[config.mk]
export PLATFORM = sky130hd
export DESIGN_NAME = ram_port_arbiter_flat
export DESIGN_NICKNAME = d
export VERILOG_FILES = /design/src/rtl/ram_port_arbiter_if.sv /design/src/rtl/ram_port_arbiter.sv /design/src/flat_wrapper.sv
export SDC_FILE = /design/constraint.sdc
export NUM_CORES = 1
export LEC_CHECK = 0
export CAP_MARGIN = 10
export CORE_ASPECT_RATIO = 0.7
export CORE_MARGIN = 5
export CORE_UTILIZATION = 31
export DETAILED_ROUTE_END_ITERATION = 8
export HOLD_SLACK_MARGIN = 0.08
export PLACE_DENSITY = 0.77
export SETUP_SLACK_MARGIN = 0.5
export SLEW_MARGIN = 20
export SYNTH_ARGS = -nofsm -noshare
export SYNTH_HDL_FRONTEND = slang
export SYNTH_SLANG_ARGS = --single-unit
export TNS_END_PERCENT = 50
[constraint.sdc]
create_clock -name clock -period 2.3 [get_ports clock]
set_input_delay 0.575 -clock clock [delete_from_list [all_inputs] [get_ports clock]]
set_output_delay 0.575 -clock clock [all_outputs]
set_load 0.03 [all_outputs]
[src/rtl/ram_port_arbiter_if.sv]
// Bundles the three requester handshakes and the single RAM port shared by the arbiter.
// The slave modport is the arbiter's view; master is the requesters plus the memory.
interface ram_port_arbiter_if #(
    parameter int AW = 8,
    parameter int DW = 8
);
    logic          p_req;
    logic          p_we;
    logic [AW-1:0] p_adrs;
    logic [DW-1:0] p_wdata;
    logic          p_ack;

    logic          c_req;
    logic          c_we;
    logic [AW-1:0] c_adrs;
    logic [DW-1:0] c_wdata;
    logic          c_ack;

    logic          d_req;
    logic [AW-1:0] d_adrs;
    logic          d_ack;

    logic [DW-1:0] rd_data;

    logic [AW-1:0] mem_adrs;
    logic [DW-1:0] mem_data;
    logic          mem_wr_en;
    logic [DW-1:0] mem_q;

    modport slave (
        input  p_req, p_we, p_adrs, p_wdata,
        input  c_req, c_we, c_adrs, c_wdata,
        input  d_req, d_adrs,
        input  mem_q,
        output p_ack, c_ack, d_ack, rd_data,
        output mem_adrs, mem_data, mem_wr_en
    );

    modport master (
        output p_req, p_we, p_adrs, p_wdata,
        output c_req, c_we, c_adrs, c_wdata,
        output d_req, d_adrs,
        output mem_q,
        input  p_ack, c_ack, d_ack, rd_data,
        input  mem_adrs, mem_data, mem_wr_en
    );
endinterface

[src/rtl/ram_port_arbiter.sv]
// Request/ack arbiter sharing one single-port RAM between the programmer (P), the CPU (C)
// and a debug read port (D). Each access takes IDLE/DONE -> ACCESS -> DONE.
module ram_port_arbiter #(
    parameter int AW = 8,
    parameter int DW = 8
) (
    input  logic                clock,
    input  logic                reset,
    input  logic                mode,
    ram_port_arbiter_if.slave   bus,
    output logic [1:0]          grant,
    output logic                busy
);

    typedef enum logic [1:0] {
        IDLE   = 2'd0,
        ACCESS = 2'd1,
        DONE   = 2'd2
    } state_t;

    localparam logic [1:0] OWN_NONE = 2'd0;
    localparam logic [1:0] OWN_P    = 2'd1;
    localparam logic [1:0] OWN_C    = 2'd2;
    localparam logic [1:0] OWN_D    = 2'd3;

    state_t        state;
    state_t        state_next;
    logic [1:0]    grant_next;
    logic          rr_last_d;
    logic          rr_last_d_next;
    logic [AW-1:0] mem_adrs_reg;
    logic [AW-1:0] mem_adrs_next;
    logic [DW-1:0] mem_data_reg;
    logic [DW-1:0] mem_data_next;
    logic          mem_wr_en_reg;
    logic          mem_wr_en_next;

    logic [1:0]    exclude;
    logic          p_elig;
    logic          c_elig;
    logic          d_elig;
    logic [1:0]    winner;

    // The owner finishing in DONE is masked out so a req still held in its ack cycle
    // cannot trigger a second access.
    always_comb begin
        exclude = (state == DONE) ? grant : OWN_NONE;
        p_elig  = bus.p_req && mode  && (exclude != OWN_P);
        c_elig  = bus.c_req && !mode && (exclude != OWN_C);
        d_elig  = bus.d_req          && (exclude != OWN_D);

        winner = OWN_NONE;
        if (p_elig) begin
            winner = OWN_P;
        end else if (c_elig && d_elig) begin
            winner = rr_last_d ? OWN_C : OWN_D;
        end else if (c_elig) begin
            winner = OWN_C;
        end else if (d_elig) begin
            winner = OWN_D;
        end
    end

    always_comb begin
        state_next     = state;
        grant_next     = grant;
        rr_last_d_next = rr_last_d;
        mem_adrs_next  = mem_adrs_reg;
        mem_data_next  = mem_data_reg;
        mem_wr_en_next = 1'b0;

        case (state)
            IDLE, DONE: begin
                if (winner != OWN_NONE) begin
                    state_next = ACCESS;
                    grant_next = winner;
                    case (winner)
                        OWN_P: begin
                            mem_adrs_next  = bus.p_adrs;
                            mem_data_next  = bus.p_wdata;
                            mem_wr_en_next = bus.p_we;
                        end
                        OWN_C: begin
                            mem_adrs_next  = bus.c_adrs;
                            mem_data_next  = bus.c_wdata;
                            mem_wr_en_next = bus.c_we;
                            rr_last_d_next = 1'b0;
                        end
                        default: begin
                            mem_adrs_next  = bus.d_adrs;
                            rr_last_d_next = 1'b1;
                        end
                    endcase
                end else begin
                    state_next = IDLE;
                    grant_next = OWN_NONE;
                end
            end
            ACCESS: begin
                state_next = DONE;
            end
            default: begin
                state_next = IDLE;
                grant_next = OWN_NONE;
            end
        endcase
    end

    // rr_last_d resets high so the CPU wins the first C/D tie.
    always_ff @(posedge clock) begin
        if (reset) begin
            state         <= IDLE;
            grant         <= OWN_NONE;
            rr_last_d     <= 1'b1;
            mem_adrs_reg  <= '0;
            mem_data_reg  <= '0;
            mem_wr_en_reg <= 1'b0;
        end else begin
            state         <= state_next;
            grant         <= grant_next;
            rr_last_d     <= rr_last_d_next;
            mem_adrs_reg  <= mem_adrs_next;
            mem_data_reg  <= mem_data_next;
            mem_wr_en_reg <= mem_wr_en_next;
        end
    end

    assign bus.mem_adrs  = mem_adrs_reg;
    assign bus.mem_data  = mem_data_reg;
    assign bus.mem_wr_en = mem_wr_en_reg;

    // Acks decode purely from registered state, so at most one is ever high.
    assign bus.p_ack   = (state == DONE) && (grant == OWN_P);
    assign bus.c_ack   = (state == DONE) && (grant == OWN_C);
    assign bus.d_ack   = (state == DONE) && (grant == OWN_D);
    assign bus.rd_data = bus.mem_q;
    assign busy        = (state != IDLE);

endmodule
[src/flat_wrapper.sv]
// flat-port wrapper written by rule: the top's interface ports become plain ports
module ram_port_arbiter_flat 
#(
    parameter int AW = 8,
    parameter int DW = 8
)
  (clock, reset, mode, grant, busy, bus_p_req, bus_p_we, bus_p_adrs, bus_p_wdata, bus_c_req, bus_c_we, bus_c_adrs, bus_c_wdata, bus_d_req, bus_d_adrs, bus_mem_q, bus_p_ack, bus_c_ack, bus_d_ack, bus_rd_data, bus_mem_adrs, bus_mem_data, bus_mem_wr_en);
  ram_port_arbiter_if #(.AW(AW), .DW(DW)) bus_i ();
  input  logic clock;
  input  logic reset;
  input  logic mode;
  output logic [1:0] grant;
  output logic busy;
  input wire logic [$bits(bus_i.p_req)-1:0] bus_p_req;
  input wire logic [$bits(bus_i.p_we)-1:0] bus_p_we;
  input wire logic [$bits(bus_i.p_adrs)-1:0] bus_p_adrs;
  input wire logic [$bits(bus_i.p_wdata)-1:0] bus_p_wdata;
  input wire logic [$bits(bus_i.c_req)-1:0] bus_c_req;
  input wire logic [$bits(bus_i.c_we)-1:0] bus_c_we;
  input wire logic [$bits(bus_i.c_adrs)-1:0] bus_c_adrs;
  input wire logic [$bits(bus_i.c_wdata)-1:0] bus_c_wdata;
  input wire logic [$bits(bus_i.d_req)-1:0] bus_d_req;
  input wire logic [$bits(bus_i.d_adrs)-1:0] bus_d_adrs;
  input wire logic [$bits(bus_i.mem_q)-1:0] bus_mem_q;
  output wire logic [$bits(bus_i.p_ack)-1:0] bus_p_ack;
  output wire logic [$bits(bus_i.c_ack)-1:0] bus_c_ack;
  output wire logic [$bits(bus_i.d_ack)-1:0] bus_d_ack;
  output wire logic [$bits(bus_i.rd_data)-1:0] bus_rd_data;
  output wire logic [$bits(bus_i.mem_adrs)-1:0] bus_mem_adrs;
  output wire logic [$bits(bus_i.mem_data)-1:0] bus_mem_data;
  output wire logic [$bits(bus_i.mem_wr_en)-1:0] bus_mem_wr_en;
  assign bus_i.p_req = bus_p_req;
  assign bus_i.p_we = bus_p_we;
  assign bus_i.p_adrs = bus_p_adrs;
  assign bus_i.p_wdata = bus_p_wdata;
  assign bus_i.c_req = bus_c_req;
  assign bus_i.c_we = bus_c_we;
  assign bus_i.c_adrs = bus_c_adrs;
  assign bus_i.c_wdata = bus_c_wdata;
  assign bus_i.d_req = bus_d_req;
  assign bus_i.d_adrs = bus_d_adrs;
  assign bus_i.mem_q = bus_mem_q;
  assign bus_p_ack = bus_i.p_ack;
  assign bus_c_ack = bus_i.c_ack;
  assign bus_d_ack = bus_i.d_ack;
  assign bus_rd_data = bus_i.rd_data;
  assign bus_mem_adrs = bus_i.mem_adrs;
  assign bus_mem_data = bus_i.mem_data;
  assign bus_mem_wr_en = bus_i.mem_wr_en;
  ram_port_arbiter #(.AW(AW), .DW(DW)) u_core (.clock(clock), .reset(reset), .mode(mode), .bus(bus_i), .grant(grant), .busy(busy));
endmodule
==> results.toml <==
[finish]
regArea_um2 = 452.9
multiInputGateArea_um2 = 755.7
n_antenna_cell = 0
final_common_cell = "clkdlybuf4s50_1"
stdcell_count = 270
area_delta_synth_final_pct = 89.08
drive_above_1_share_pct = 26.36
nFillCells = 304
design_area_um2 = 2252
final_nets = 280
layout_common_cells = "59 x clkdlybuf4s50_1, 18 x buf_4, 18 x dfxtp_1"

[routing]
ant_nets = 0
drc = 0
vias = 1297
wl_per_cell_um = 14.22
vias_per_cell = 4.804
dr.pass1.iters = 4
drt-initial-drc-count = 67
routed_wl_mm = 3.840

[power]
pwr-share-seq_pct = 34.2
p_leak_nw = 0.9415
swShare_pct = 33.21
total_power_w = 0.001351
peakVddDrop_mv = 0.2800
p_comb_share_pct = 45.1
switchingPower_w = 0.0004489
power.internal_w = 0.0009026
pwr-share-clk_pct = 20.7
powerDensity_nw_per_um2 = 600.1

[critical_path]
arrival_ns = 2.12
crit_required_ns = 2.46
crit_fanout = 5
reg2reg_from = "u_core.state[0]"
crit_chain = "and4bb_4, a2bb2oi_2, or2_4, ha_4, buf_6, a221o_1, nand3_1, a21oi_1"
slowest_stage = "dfxtp_4"
critPathLaunch = "u_core.state[0]"
end_kind = "register"
reg2reg_depth = 8
timing_worst_setup_path_type = "reg2reg"
slowest_delay_ns = 0.37
cp-start-kind = "register"

[clock_network]
clock_path_buffers = 2
cts_buffers = 3
cts-htree-levels = 1
clk_pin_slew_worst_paths_ns = 0.08
cts.sinks = 22
clk_latency_ns = 0.26
clock-root-buffer = "clkbuf_8"
cts_hold_buf = 0
cts_tree = "done"

[placed_design]
place_congestion = 0.7563
place_area_um2 = 2029
hpwlAfterDp_mm = 2.672
io_buffers = 70
dp_cells = 252
dpl_worst_slack_ns = -0.3152

[global_route]
grt_pass1_wl_mm = 6.065
grt_pass1_vias = 1299
grt.overflow.total = 0
antenna_found_initial = 0
grt_use_total_pct = 14.43
grt_max_degree = 17

[timing]
fmax_mhz = 508.9
layout_setup_ws_ns = 0.3348
skew_ns = 0.004372
maxSlewHeadroom_pct = 70.70
slew_violations = 0
final_hold_viol_count = 0
fin_crit_sh_pct = 85.44
setup_viol = 0
finalWorstPathRequiredPeriod_ns = 1.965
rsz0062_at_grt = "true"
holdWs_ns = 0.4621
worst_pin_slew_ns = 0.4381

[hold_path]
hp-class = "reg2reg"
hold_depth = 2
hold_start = "u_core.bus.mem_adrs[3]"

[yosys]
synth_cell_types = 29
yosysWarnings = 0
synth-seq-area-share_pct = 36.97
syn_inst = 138
ys_ff_latch = 22
yosysTopAreaCellShare_pct = 36.97
post-synth-top-area-cell = "dfxtp_1"
syn_area_um2 = 1191
syn-mean-instance-area_um2 = 8.631
synth_nets = 197
synthTopCellsByArea = "dfxtp_1 37%, a221o_1 6.7%, mux2i_1 6.7%"

[die]
start_util_pct = 33.06
coreArea_um2 = 3603
fp.dieW_um = 84.09
die_h_um = 61.86
io_pins = 87
fp.dieArea_um2 = 5202
row_count = 18

[flow_run]
maxCapViolations = 0

[outcome]
run_status = "completed"
-- final cells by class --
| class | count | share of cell area (%) |
|---|---|---|
| flip-flops and latches | 22 | 20.11 |
| well taps | 50 | 2.778 |
| multi-input cells | 94 | 33.56 |
| clock buffers | 4 | 2.444 |
| repair buffers | 93 | 39.94 |
| inverters | 7 | 1.167 |
-- metal layers --
layer | track usage, % | part of all wire [%]
met1 | 17.04 | 45
met2 | 25.96 | 46
met3 | 5.797 | 8.1
met4 | 2.064 | 0.21
met5 | 0 | 0
-- timing repair --
item | CTS | global route
hold endpoints to repair | 0 | 0
endpoints found under the setup margin | 43 | 42
buffers inserted | 8 | 5
cloned | 0 | 1
pin swaps | 14 | 20
resized for setup | 32 | 14
-- cells in the mapped netlist --
library cell,instances
nand2_1,12
dfxtp_1,22
nor2_1,11
a22oi_1,1
a311oi_1,1
nor3_1,1
a2bb2oi_1,1
o311ai_2,1
nand2b_1,9
clkbuf_1,3
and4bb_2,1
and2_1,1
a211oi_1,8
nand4bb_1,1
mux2i_1,8
a21oi_1,9
o311ai_0,1
and3_1,1
nor3b_1,1
inv_1,7
nand3_1,9
nand4b_1,1
o21ai_0,1
or2_2,2
buf_4,10
o31ai_1,1
buf_2,3
ha_1,3
a221o_1,8
-- worst paths after layout --
kind	endpoint	slack [ns]
setup / recovery	u_core.bus.mem_adrs[2]	0.33
hold / removal	u_core.bus.mem_adrs[3]	0.46
setup reg to reg	u_core.bus.mem_adrs[2]	0.33
hold reg to reg	u_core.bus.mem_adrs[3]	0.46
-- metrics by stage --
stage,setup TNS [ns],util [%]
2_1_floorplan,0,-
6_report,0,62.50
4_1_cts,0,59.97
3_3_place_gp,-3.069,56.32
5_1_grt,0,62.50
3_5_place_dp,-4.261,56.32
-- power groups by stage --
stage	clock network [W]	logic (W)	registers (W)
after floorplan	0	0.000255	0.000557
after global placement	0	0.000543	0.000470
after detailed placement	0	0.000548	0.000471
after CTS	0.000290	0.000581	0.000462
after global routing	0.000302	0.000650	0.000470
final	0.000280	0.000609	0.000462
-- logic make-up (layout without fill, tap and decap cells) --
group	Yosys count	count (layout)	share of synthesized area (%)
AND/OR/NAND/NOR	50	51	21.64
AO/OA/AOI/OAI	32	32	20.80
multiplexers	8	8	6.723
flip-flops	22	22	36.97
buffers and inverters	23	104	10.71
adder cells (fa/ha/maj)	3	3	3.152
-- worst max-delay path, delay by kind of cell, from the launching register on --
family,cells,cell delay [ns]
simple gates,3,0.61
flops,1,0.37
fa+ha+maj,1,0.25
buf+inv,1,0.13
compound gates,3,0.49
Power figures use the tool's default switching activity.
